--- src/rtl/pinaipple_chip_emu_if.sv ---
// Chip pad bus between the SoC accelerator port (master) and the PinAIpple chip emulator (slave).
interface pinaipple_chip_emu_if #(
   parameter int NARRAY = 2,
   parameter int NWORD  = 3,
   parameter int NROW   = 5
);
   logic [1:0]              instructions_in;
   logic [NARRAY+NWORD-1:0] adr_full_col_in;
   logic [NROW-1:0]         adr_full_row_in;
   logic                    CBL;
   logic                    CBLEN;
   logic                    CSL;
   logic                    CWL;
   logic                    DATA_out [2**NARRAY];
   logic                    busy_o;
   logic                    prog_err_o;

   modport master (
      output instructions_in, adr_full_col_in, adr_full_row_in, CBL, CBLEN, CSL, CWL,
      input  DATA_out, busy_o, prog_err_o
   );

   modport slave (
      input  instructions_in, adr_full_col_in, adr_full_row_in, CBL, CBLEN, CSL, CWL,
      output DATA_out, busy_o, prog_err_o
   );
endinterface

--- src/rtl/pinaipple_chip_emu.sv ---
// FPGA stand-in for the PinAIpple memory/inference chip: non-volatile cell array with
// form/program pulses, parallel per-lane memory read and popcount-threshold inference.
module pinaipple_chip_emu #(
   parameter int NARRAY    = 2,
   parameter int NWORD     = 3,
   parameter int NROW      = 5,
   parameter int PULSE_MIN = 3,
   parameter int READ_LAT  = 2,
   parameter int THRESH    = 4
) (
   input  logic                clk_i,
   input  logic                rst_ni,
   pinaipple_chip_emu_if.slave bus
);
   localparam int LANES = 2**NARRAY;
   localparam int COLS  = 2**NWORD;
   localparam int ROWS  = 2**NROW;
   localparam logic [7:0]       CNT_MAX     = 8'hFF;
   localparam logic [7:0]       PULSE_MIN_C = 8'(PULSE_MIN);
   localparam logic [7:0]       READ_INIT_C = 8'(READ_LAT - 1);
   localparam logic [31:0]      THRESH_C    = 32'(THRESH);
   localparam logic [NWORD-1:0] COL_LAST    = NWORD'(COLS - 1);
   localparam logic [NWORD-1:0] COL_ONE     = NWORD'(1);

   typedef enum logic [2:0] {
      ST_IDLE  = 3'd0,
      ST_PULSE = 3'd1,
      ST_READ  = 3'd2,
      ST_INFER = 3'd3,
      ST_DONE  = 3'd4
   } state_t;

   state_t              state_r, state_nx_s;
   logic [7:0]          cnt_r, cnt_nx_s;
   logic [NARRAY-1:0]   lane_r, lane_nx_s;
   logic [NWORD-1:0]    col_r, col_nx_s;
   logic [NROW-1:0]     row_r, row_nx_s;
   logic [NWORD-1:0]    icol_r, icol_nx_s;
   logic [NWORD:0]      acc_r    [LANES];
   logic [NWORD:0]      acc_nx_s [LANES];
   logic [LANES-1:0]    out_r, out_nx_s;
   logic [LANES-1:0]    dout_r, dout_nx_s;
   logic                err_r, err_nx_s;
   logic                busy_r;
   logic                wr_form_s, wr_prog_s;

   // Non-volatile array: powers up zero on the FPGA and is deliberately outside the reset domain.
   logic [COLS-1:0]     mem_r    [LANES][ROWS];
   logic [COLS-1:0]     formed_r [LANES][ROWS];

   // Next-state and datapath decode for the chip sequencer.
   always_comb begin
      state_nx_s = state_r;
      cnt_nx_s   = cnt_r;
      lane_nx_s  = lane_r;
      col_nx_s   = col_r;
      row_nx_s   = row_r;
      icol_nx_s  = icol_r;
      acc_nx_s   = acc_r;
      out_nx_s   = out_r;
      dout_nx_s  = dout_r;
      err_nx_s   = err_r;
      wr_form_s  = 1'b0;
      wr_prog_s  = 1'b0;
      case (state_r)
         ST_IDLE: begin
            lane_nx_s = bus.adr_full_col_in[NARRAY+NWORD-1:NWORD];
            col_nx_s  = bus.adr_full_col_in[NWORD-1:0];
            row_nx_s  = bus.adr_full_row_in;
            if (bus.CWL && (bus.instructions_in == 2'b11) && bus.CBLEN) begin
               state_nx_s = ST_PULSE;
               cnt_nx_s   = 8'd1;
            end else if (bus.instructions_in == 2'b10) begin
               state_nx_s = ST_READ;
               cnt_nx_s   = READ_INIT_C;
            end else if (bus.instructions_in == 2'b00) begin
               state_nx_s = ST_INFER;
               icol_nx_s  = '0;
               for (int k = 0; k < LANES; k++) acc_nx_s[k] = '0;
            end else if (bus.instructions_in == 2'b01) begin
               dout_nx_s = out_r;
            end else begin
               state_nx_s = ST_IDLE;
            end
         end
         ST_PULSE: begin
            if (bus.CWL) begin
               if (cnt_r != CNT_MAX) cnt_nx_s = cnt_r + 8'd1;
               else                  cnt_nx_s = cnt_r;
            end else begin
               state_nx_s = ST_DONE;
               if (cnt_r < PULSE_MIN_C)                 err_nx_s  = 1'b1;
               else if (bus.CSL)                        wr_form_s = 1'b1;
               else if (formed_r[lane_r][row_r][col_r]) wr_prog_s = 1'b1;
               else                                     err_nx_s  = 1'b1;
            end
         end
         ST_READ: begin
            if (cnt_r == 8'd0) begin
               for (int k = 0; k < LANES; k++) out_nx_s[k] = mem_r[k][row_r][col_r];
               state_nx_s = ST_DONE;
            end else begin
               cnt_nx_s = cnt_r - 8'd1;
            end
         end
         ST_INFER: begin
            for (int k = 0; k < LANES; k++)
               acc_nx_s[k] = acc_r[k] + {{NWORD{1'b0}}, mem_r[k][row_r][icol_r]};
            if (icol_r == COL_LAST) begin
               for (int k = 0; k < LANES; k++) out_nx_s[k] = (32'(acc_nx_s[k]) >= THRESH_C);
               state_nx_s = ST_DONE;
            end else begin
               icol_nx_s = icol_r + COL_ONE;
            end
         end
         ST_DONE: begin
            dout_nx_s  = out_r;
            state_nx_s = ST_IDLE;
         end
         default: state_nx_s = ST_IDLE;
      endcase
   end

   // Sequencer state, counters and registered outputs.
   always_ff @(posedge clk_i or negedge rst_ni) begin
      if (!rst_ni) begin
         state_r <= ST_IDLE;
         cnt_r   <= 8'd0;
         lane_r  <= '0;
         col_r   <= '0;
         row_r   <= '0;
         icol_r  <= '0;
         for (int k = 0; k < LANES; k++) acc_r[k] <= '0;
         out_r   <= '0;
         dout_r  <= '0;
         err_r   <= 1'b0;
         busy_r  <= 1'b0;
      end else begin
         state_r <= state_nx_s;
         cnt_r   <= cnt_nx_s;
         lane_r  <= lane_nx_s;
         col_r   <= col_nx_s;
         row_r   <= row_nx_s;
         icol_r  <= icol_nx_s;
         acc_r   <= acc_nx_s;
         out_r   <= out_nx_s;
         dout_r  <= dout_nx_s;
         err_r   <= err_nx_s;
         busy_r  <= (state_nx_s != ST_IDLE);
      end
   end

   // Cell writes; a reset drops the FSM to IDLE so an in-flight pulse never commits.
   always_ff @(posedge clk_i) begin
      if (wr_form_s) begin
         formed_r[lane_r][row_r][col_r] <= 1'b1;
         mem_r[lane_r][row_r][col_r]    <= 1'b0;
      end else if (wr_prog_s) begin
         mem_r[lane_r][row_r][col_r]    <= bus.CBL;
      end
   end

   for (genvar k = 0; k < LANES; k++) begin : g_dout
      assign bus.DATA_out[k] = dout_r[k];
   end
   assign bus.busy_o     = busy_r;
   assign bus.prog_err_o = err_r;
endmodule
--- src/flat_wrapper.sv ---
// flat-port wrapper written by rule: the top's interface ports become plain ports
module pinaipple_chip_emu_flat 
#(
   parameter int NARRAY    = 2,
   parameter int NWORD     = 3,
   parameter int NROW      = 5,
   parameter int PULSE_MIN = 3,
   parameter int READ_LAT  = 2,
   parameter int THRESH    = 4
)
  (clk_i, rst_ni, bus_instructions_in, bus_adr_full_col_in, bus_adr_full_row_in, bus_CBL, bus_CBLEN, bus_CSL, bus_CWL, bus_DATA_out, bus_busy_o, bus_prog_err_o);
  pinaipple_chip_emu_if #(.NARRAY(NARRAY), .NWORD(NWORD), .NROW(NROW)) bus_i ();
  input  logic clk_i;
  input  logic rst_ni;
  input wire logic [$bits(bus_i.instructions_in)-1:0] bus_instructions_in;
  input wire logic [$bits(bus_i.adr_full_col_in)-1:0] bus_adr_full_col_in;
  input wire logic [$bits(bus_i.adr_full_row_in)-1:0] bus_adr_full_row_in;
  input wire logic [$bits(bus_i.CBL)-1:0] bus_CBL;
  input wire logic [$bits(bus_i.CBLEN)-1:0] bus_CBLEN;
  input wire logic [$bits(bus_i.CSL)-1:0] bus_CSL;
  input wire logic [$bits(bus_i.CWL)-1:0] bus_CWL;
  output wire logic [$bits(bus_i.DATA_out)-1:0] bus_DATA_out;
  output wire logic [$bits(bus_i.busy_o)-1:0] bus_busy_o;
  output wire logic [$bits(bus_i.prog_err_o)-1:0] bus_prog_err_o;
  assign bus_i.instructions_in = bus_instructions_in;
  assign bus_i.adr_full_col_in = bus_adr_full_col_in;
  assign bus_i.adr_full_row_in = bus_adr_full_row_in;
  assign bus_i.CBL = bus_CBL;
  assign bus_i.CBLEN = bus_CBLEN;
  assign bus_i.CSL = bus_CSL;
  assign bus_i.CWL = bus_CWL;
  assign bus_DATA_out = {>>{bus_i.DATA_out}};
  assign bus_busy_o = bus_i.busy_o;
  assign bus_prog_err_o = bus_i.prog_err_o;
  pinaipple_chip_emu #(.NARRAY(NARRAY), .NWORD(NWORD), .NROW(NROW), .PULSE_MIN(PULSE_MIN), .READ_LAT(READ_LAT), .THRESH(THRESH)) u_core (.clk_i(clk_i), .rst_ni(rst_ni), .bus(bus_i));
endmodule
--- config.mk ---
export PLATFORM = sky130hd
export DESIGN_NAME = pinaipple_chip_emu_flat
export DESIGN_NICKNAME = d
export VERILOG_FILES = /design/src/rtl/pinaipple_chip_emu_if.sv /design/src/rtl/pinaipple_chip_emu.sv /design/src/flat_wrapper.sv
export SDC_FILE = /design/constraint.sdc
export NUM_CORES = 2
export LEC_CHECK = 0
export CORE_MARGIN = 4
export CORE_UTILIZATION = 35
export DETAILED_ROUTE_END_ITERATION = 8
export GPL_TIMING_DRIVEN = 0
export PLACE_DENSITY = 0.5
export SETUP_SLACK_MARGIN = 0.1
export SLEW_MARGIN = 15
export SYNTH_ARGS = -nofsm -noshare
export SYNTH_HDL_FRONTEND = slang
export SYNTH_SLANG_ARGS = --single-unit
--- constraint.sdc ---
create_clock -name clk_i -period 8.86 [get_ports clk_i]
set_clock_uncertainty 0.2 [all_clocks]
set_input_delay 1.329 -clock clk_i [delete_from_list [all_inputs] [get_ports clk_i]]
set_output_delay 1.329 -clock clk_i [all_outputs]
set_load 0.02 [all_outputs]
# Word level (Yosys, flattened, before mapping)
# Memory sizes are Yosys's and may differ from the RTL's.
# Cells that the tools add are included.
[op_classes]
n_addsub = 7
magnitude_cmp = 10
eq_ne = 23
muxes = 341
bitwise_logic = 258
reduce_logical = 18
[op_table]
columns = ["op", "n"]
rows = [
  ["two-way mux 256 bit", 2],
  ["two-way mux 1 bit", 281],
  ["OR 1 bit", 256],
  ["binary-select mux 8 bit (select 5 bit)", 5],
  ["two-way mux 8 bit", 16],
  ["two-way mux 16 bit", 3],
  ["demux 8 bit (select 5 bit)", 1],
  ["two-way mux 3 bit", 11],
  ["case mux 16 bit (2 select lines)", 1],
  ["binary-select mux 1 bit (select 3 bit)", 9],
  ["two-way mux 4 bit", 6],
  ["case mux 8 bit (3 select lines)", 1],
  ["adder 4 x 1 -> 4 bit", 4],
  [">= comparator 4 x 3 -> 1 bit, second input constant", 4],
  ["case mux 4 bit (2 select lines)", 2],
  ["AND reduction 5 bit", 3],
  ["!= test 2 x 1 -> 1 bit, second input constant", 7],
  ["!= test 2 bit, second input constant", 6],
  ["case mux 3 bit (4 select lines)", 1],
  ["adder 8 x 1 -> 8 bit, second input constant", 1],
  ["logical NOT 8 bit", 1],
  ["< comparator 3 x 4 -> 1 bit, second input constant", 2],
  ["< comparator 8 x 2 -> 1 bit, second input constant", 1],
  ["!= test 8 bit, second input constant", 1],
  ["22 further kinds", 32],
]
[word_totals]
reg_bits = 50
ramBits = 1024
in_bits = 18
word_cells = 672
memories = 1
[memory_table]
columns = ["name", "words", "word_bits", "rd", "rd_ports_with_merged_regs", "write_ports", "line_no", "source"]
rows = [
  ["u_core.mem_r", 4, 256, 4, 0, 1, "pinaipple_chip_emu.sv:48", "logic [COLS-1:0] mem_r [LANES][ROWS];"],
]

# Longest topological paths before layout
[depth]
depth_word = 15
mapped_depth = 16

# Worst setup path after synthesis
# Ideal clock, no wire load.
[synth_timing]
kind = "register to register"
startpoint = "reg u_core.row_r[1]"
endpoint = "reg u_core.out_r[3]"
arrival_time_ns = 3.160
t_required_ns = 8.541
path_slack_ns = 5.381
stages_incl_launch_ff = 14
synth_period_minus_slack_ns = 3.479
cell_sequence = "dfrtp_1 > clkbuf_1 > buf_1 > mux2i_1 > o22ai_1 > nor4_1 > nand2_1 > mux4_2 > mux2_2 > ha_1 > ha_1 > o31ai_1 > o21ai_0 > o21a_1"
[synth_between]
elab_chain_len = 10
elab_cells_between_ends = 13
[synth_rtl]
columns = ["element", "line_no", "source"]
rows = [
  ["from (decl)", "pinaipple_chip_emu.sv:37", "logic [NROW-1:0] row_r, row_nx_s;"],
  ["from (signal assigned)", "pinaipple_chip_emu.sv:143", "row_r <= row_nx_s;"],
  ["NOT 5 -> 6 bit (not written as such) *", "pinaipple_chip_emu.sv:100, pinaipple_chip_emu.sv:108", ""],
  ["binary-select mux 8 bit (select 5 bit) *", "pinaipple_chip_emu.sv:100, pinaipple_chip_emu.sv:108", ""],
  ["two-way mux 8 bit (not written as such) * (2 in series)", "pinaipple_chip_emu.sv:100, pinaipple_chip_emu.sv:108", ""],
  ["binary-select mux 1 bit (select 3 bit)", "pinaipple_chip_emu.sv:108", "acc_nx_s[k] = acc_r[k] + {{NWORD{1'b0}}, mem_r[k][row_r][icol_r]};"],
  ["two-way mux 1 bit (not written as such)", "pinaipple_chip_emu.sv:108", ""],
  ["adder 4 x 1 -> 4 bit", "pinaipple_chip_emu.sv:108", ""],
  [">= comparator 4 x 3 -> 1 bit", "pinaipple_chip_emu.sv:110", "for (int k = 0; k < LANES; k++) out_nx_s[k] = (32'(acc_nx_s[k]) >= THRESH_C);"],
  ["two-way mux 4 bit", "pinaipple_chip_emu.sv:109", "if (icol_r == COL_LAST) begin"],
  ["case mux 4 bit (2 select lines) *", "pinaipple_chip_emu.sv:65", "case (state_r)"],
  ["to (signal assigned)", "pinaipple_chip_emu.sv:146", "out_r <= out_nx_s;"],
  ["to (decl)", "pinaipple_chip_emu.sv:41", "logic [LANES-1:0] out_r, out_nx_s;"],
]
# Every way passes the cells marked *; elsewhere a longest branch is shown, timed or not. The select of a mux whose other input is x is not followed.
# A chain may end at the register's enable or synchronous reset.

# Worst setup path in the final report
# Ends and elaborated chain as after synthesis.

==> run_results.csv <==
group,metric,value,unit
floorplanning,die_y,380,um
finish,areaGrowthSynthToFinish,13.3,%
clock_tree,htreeDepth,3,
synthesis,yosysTopAreaCell,"edfxtp_1",
critical_path,r2r_setup_slack,1560,ps
routing,first_pass_iters,6,
finish,layout.nets,4188,
floorplanning,pin_count,24,
routing,ant_nets,0,
sta,period_minus_slack,7300,ps
routing,viasPerCell,6.42,
synthesis,ys_ff_latch,1074,
floorplanning,num_rows,136,
synthesis,syn_area_per_cell,12.1,sq um
critical_path,cp-end-kind,"flop",
sta,tightestPinTransition,1460,ps
global_route,grt_remaining_overflow,0,
global_route,grt_usage,0.412,
status,outcome,"finished, violations left",
clock_tree,clkTransAtPathRegs,70,ps
finish,final_util,0.399,
global_route,antenna_found_initial,43,
placed_design,dp.cells,5828,
finish,final_common_cell,"nor2_1",
floorplanning,core_area,137000,sq um
critical_path,cp-endpoint,"u_core.out_r[3]",
routing,route.detailed.drc,0,
floorplanning,start_util,0.352,
power,ir_drop,280,uV
global_route,grt_pass1_vias,34917,
placed_design,hpwl,231000,um
status,violations,"capacitance limit, slew limit",
sta,rsz0062_at_grt,"no",
clock_tree,clk_path_buf_depth,3,
global_route,grt_pass1_wl,380000,um
synthesis,synth.distinct_cells,56,
critical_path,reg2reg_to,"u_core.out_r[3]",
finish,layout_common_cells,"nor2_1 (1333), edfxtp_1 (1024), mux2i_1 (508)",
synthesis,synth_edf_count,1024,
synthesis,synth_area,48300,sq um
critical_path,startpoint_type,"flop",
clock_tree,cts_tree,"done",
synthesis,synth_fp_nets,4041,
job,drv_cap,1,
placed_design,place_worst_setup_slack,1910,ps
floorplanning,die_x,380,um
sta,finalSetupViolations,0,
synthesis,synth_ff_type,"edfxtp_1",
synthesis,synth_seq_area_share,0.662,
clock_tree,postCtsHoldBufs,0,
routing,vias,38932,
routing,drtIter0Drc,7515,
synthesis,synth_cells,4006,
clock_tree,cts_buffers,117,
clock_tree,cts.sinks,1074,
power,power_density,324,nW/um^2
clock_tree,clk_root_buffer_cell,"clkbuf_16",
critical_path,crit_arrival,7770,ps
routing,wl_per_cell,50.4,um
placed_design,io_buffers,23,
finish,drive_gt1_frac,0.0869,
synthesis,synth_top_area_frac,0.636,
sta,max_freq,137,MHz
critical_path,cp-startpoint,"u_core.row_r[1]",
floorplanning,die_area,144000,sq um
clock_tree,clock_latency,790,ps
power,power.leakage,0.0157,uW
global_route,grt_max_degree,51,
sta,finalSetupTns,0,ps
sta,timing.final.max_slew_violations,1,
placed_design,gp_congestion,1.09,
sta,finalCritPeriodShare,0.824,
power,power,17800,uW
routing,wl,305000,um
sta,slew-limit-headroom,-0.00341,
finish,stdcell_count,6060,
synthesis,yosysWarnings,0,
critical_path,path_max_fanout,10,
synthesis,ys_async_sr_fraction,0.0466,
critical_path,worstSetupPathType,"reg -> reg",
synthesis,synthTopCellsByArea,"edfxtp_1 (64%), mux2i_1 (11%), nor2_1 (10%), o22ai_1 (3.3%), dfrtp_1 (2.6%)",
sta,hold_viol,0,
critical_path,required,9330,ps
critical_path,rr_worst_depth,14,
clock_tree,post_cts_buffers,0,
sta,layout_setup_ws,1560,ps
critical_path,timing.rr.start,"u_core.row_r[1]",
clock_tree,ctsResizeCount,0,
min_path,worstHoldPathType,"reg -> reg",
finish,fill_cells,13332,
cells in the mapped netlist, types with 3 or more instances:
| cell type | count |
|---|---|
| buf_4 | 15 |
| buf_2 | 97 |
| a21oi_1 | 15 |
| mux4_2 | 8 |
| nand4bb_1 | 6 |
| buf_1 | 17 |
| a22oi_1 | 5 |
| nor2_1 | 1334 |
| nand3_1 | 16 |
| a21o_1 | 3 |
| or4b_1 | 3 |
| clkbuf_1 | 160 |
| a31oi_1 | 7 |
| buf_6 | 8 |
| inv_1 | 4 |
| a22o_1 | 13 |
| o21ai_0 | 23 |
| xnor2_1 | 4 |
| o22ai_1 | 256 |
| ha_1 | 16 |
| mux2_2 | 20 |
| nor3_1 | 13 |
| dfrtp_1 | 50 |
| nand4b_2 | 3 |
| xor2_1 | 9 |
| and2_1 | 4 |
| o31ai_1 | 6 |
| nor2b_1 | 12 |
| or3_1 | 5 |
| nand2_1 | 233 |
| mux2i_1 | 515 |
| nand2b_1 | 7 |
| nor4_1 | 65 |
| edfxtp_1 | 1024 |
cell type report:
| type | count | area, sq um | share of cell area |
|---|---|---|---|
| flip-flops and latches | 1074 | 32000 | 0.585 |
| multi-input cells | 2631 | 15000 | 0.274 |
| clock buffers | 135 | 3000 | 0.0547 |
| well taps | 1794 | 2240 | 0.0410 |
| plain buffers | 297 | 1390 | 0.0253 |
| clock inverters | 79 | 738 | 0.0135 |
| repair buffers | 28 | 324 | 0.00592 |
| diodes | 18 | 45.0 | 0.000823 |
| inverters | 4 | 15.0 | 0.000274 |
worst min path at each step:
stage | start | end | slack [ps] | cells past startpoint
global placement | u_core.bus.prog_err_o | u_core.bus.prog_err_o | 280 | 1
detailed placement | u_core.bus.prog_err_o | u_core.bus.prog_err_o | 280 | 1
global route | u_core.bus.prog_err_o | u_core.bus.prog_err_o | 310 | 1
CTS | u_core.bus.prog_err_o | u_core.bus.prog_err_o | 300 | 1
floorplan | u_core.acc_r[12] | u_core.acc_r[12] | 270 | 1
finish | u_core.bus.prog_err_o | u_core.bus.prog_err_o | 290 | 1
power breakdown:
group / internal, uW / switching, uW / total [uW] / leakage [uW]
Sequential: 5580 / 118 / 5690 / 0.00768
Combinational: 1670 / 5440 / 7110 / 0.00620
Clock: 2720 / 2240 / 4960 / 0.00182
Total: 9960 / 7800 / 17800 / 0.0157
layer usage:
metal | vias to the layer above | track usage | wire (um)
li1 | 14732 | - | -
met1 | 20075 | 0.528 | 116000
met2 | 3343 | 0.580 | 125000
met3 | 757 | 0.159 | 39900
met4 | 25 | 0.262 | 24800
met5 | - | 0 | 218
critical path, stage by stage (launching register included):
cell and delay, ps:
dfrtp_1 650, buf_2 350, buf_2 660, buf_2 890, mux2i_1 800, o22ai_1 190, nor4_1 990, nand2_1 270
mux4_2 520, mux2_2 330, ha_1 240, ha_1 240, o31ai_1 470, o21ai_0 180, o21a_1 130
flip-flops by register name, indices dropped and copies added (netlist names):
register               flops
u_core.mem_r            1024
u_core.acc_r              16
u_core.cnt_r               8
u_core.row_r               5
u_core.dout_r              4
u_core.out_r               4
u_core.col_r               3
u_core.icol_r              3
u_core.state_r             3
u_core.lane_r              2
u_core.bus.busy_o          1
u_core.bus.prog_err_o      1
stage by stage:
step	hold slack, ps	instance area (sq um)
2_1_floorplan	272	48300
3_3_place_gp	279	50800
3_5_place_dp	282	51000
4_1_cts	297	54700
5_1_grt	315	54700
6_report	295	54700
cells by family (layout without fill, tap and decap cells):
family,count (synthesis),in the layout,synth area share
other,0,18,0
flip-flops,1074,1074,0.662
AND/OR/NAND/NOR,1718,1718,0.143
AO/OA/AOI/OAI,340,340,0.0447
adder cells (fa/ha/maj),17,17,0.00456
buffers and inverters,301,543,0.0283
multiplexers,543,543,0.115
XOR/XNOR,13,13,0.00236
(Power assumes the default switching activity.)
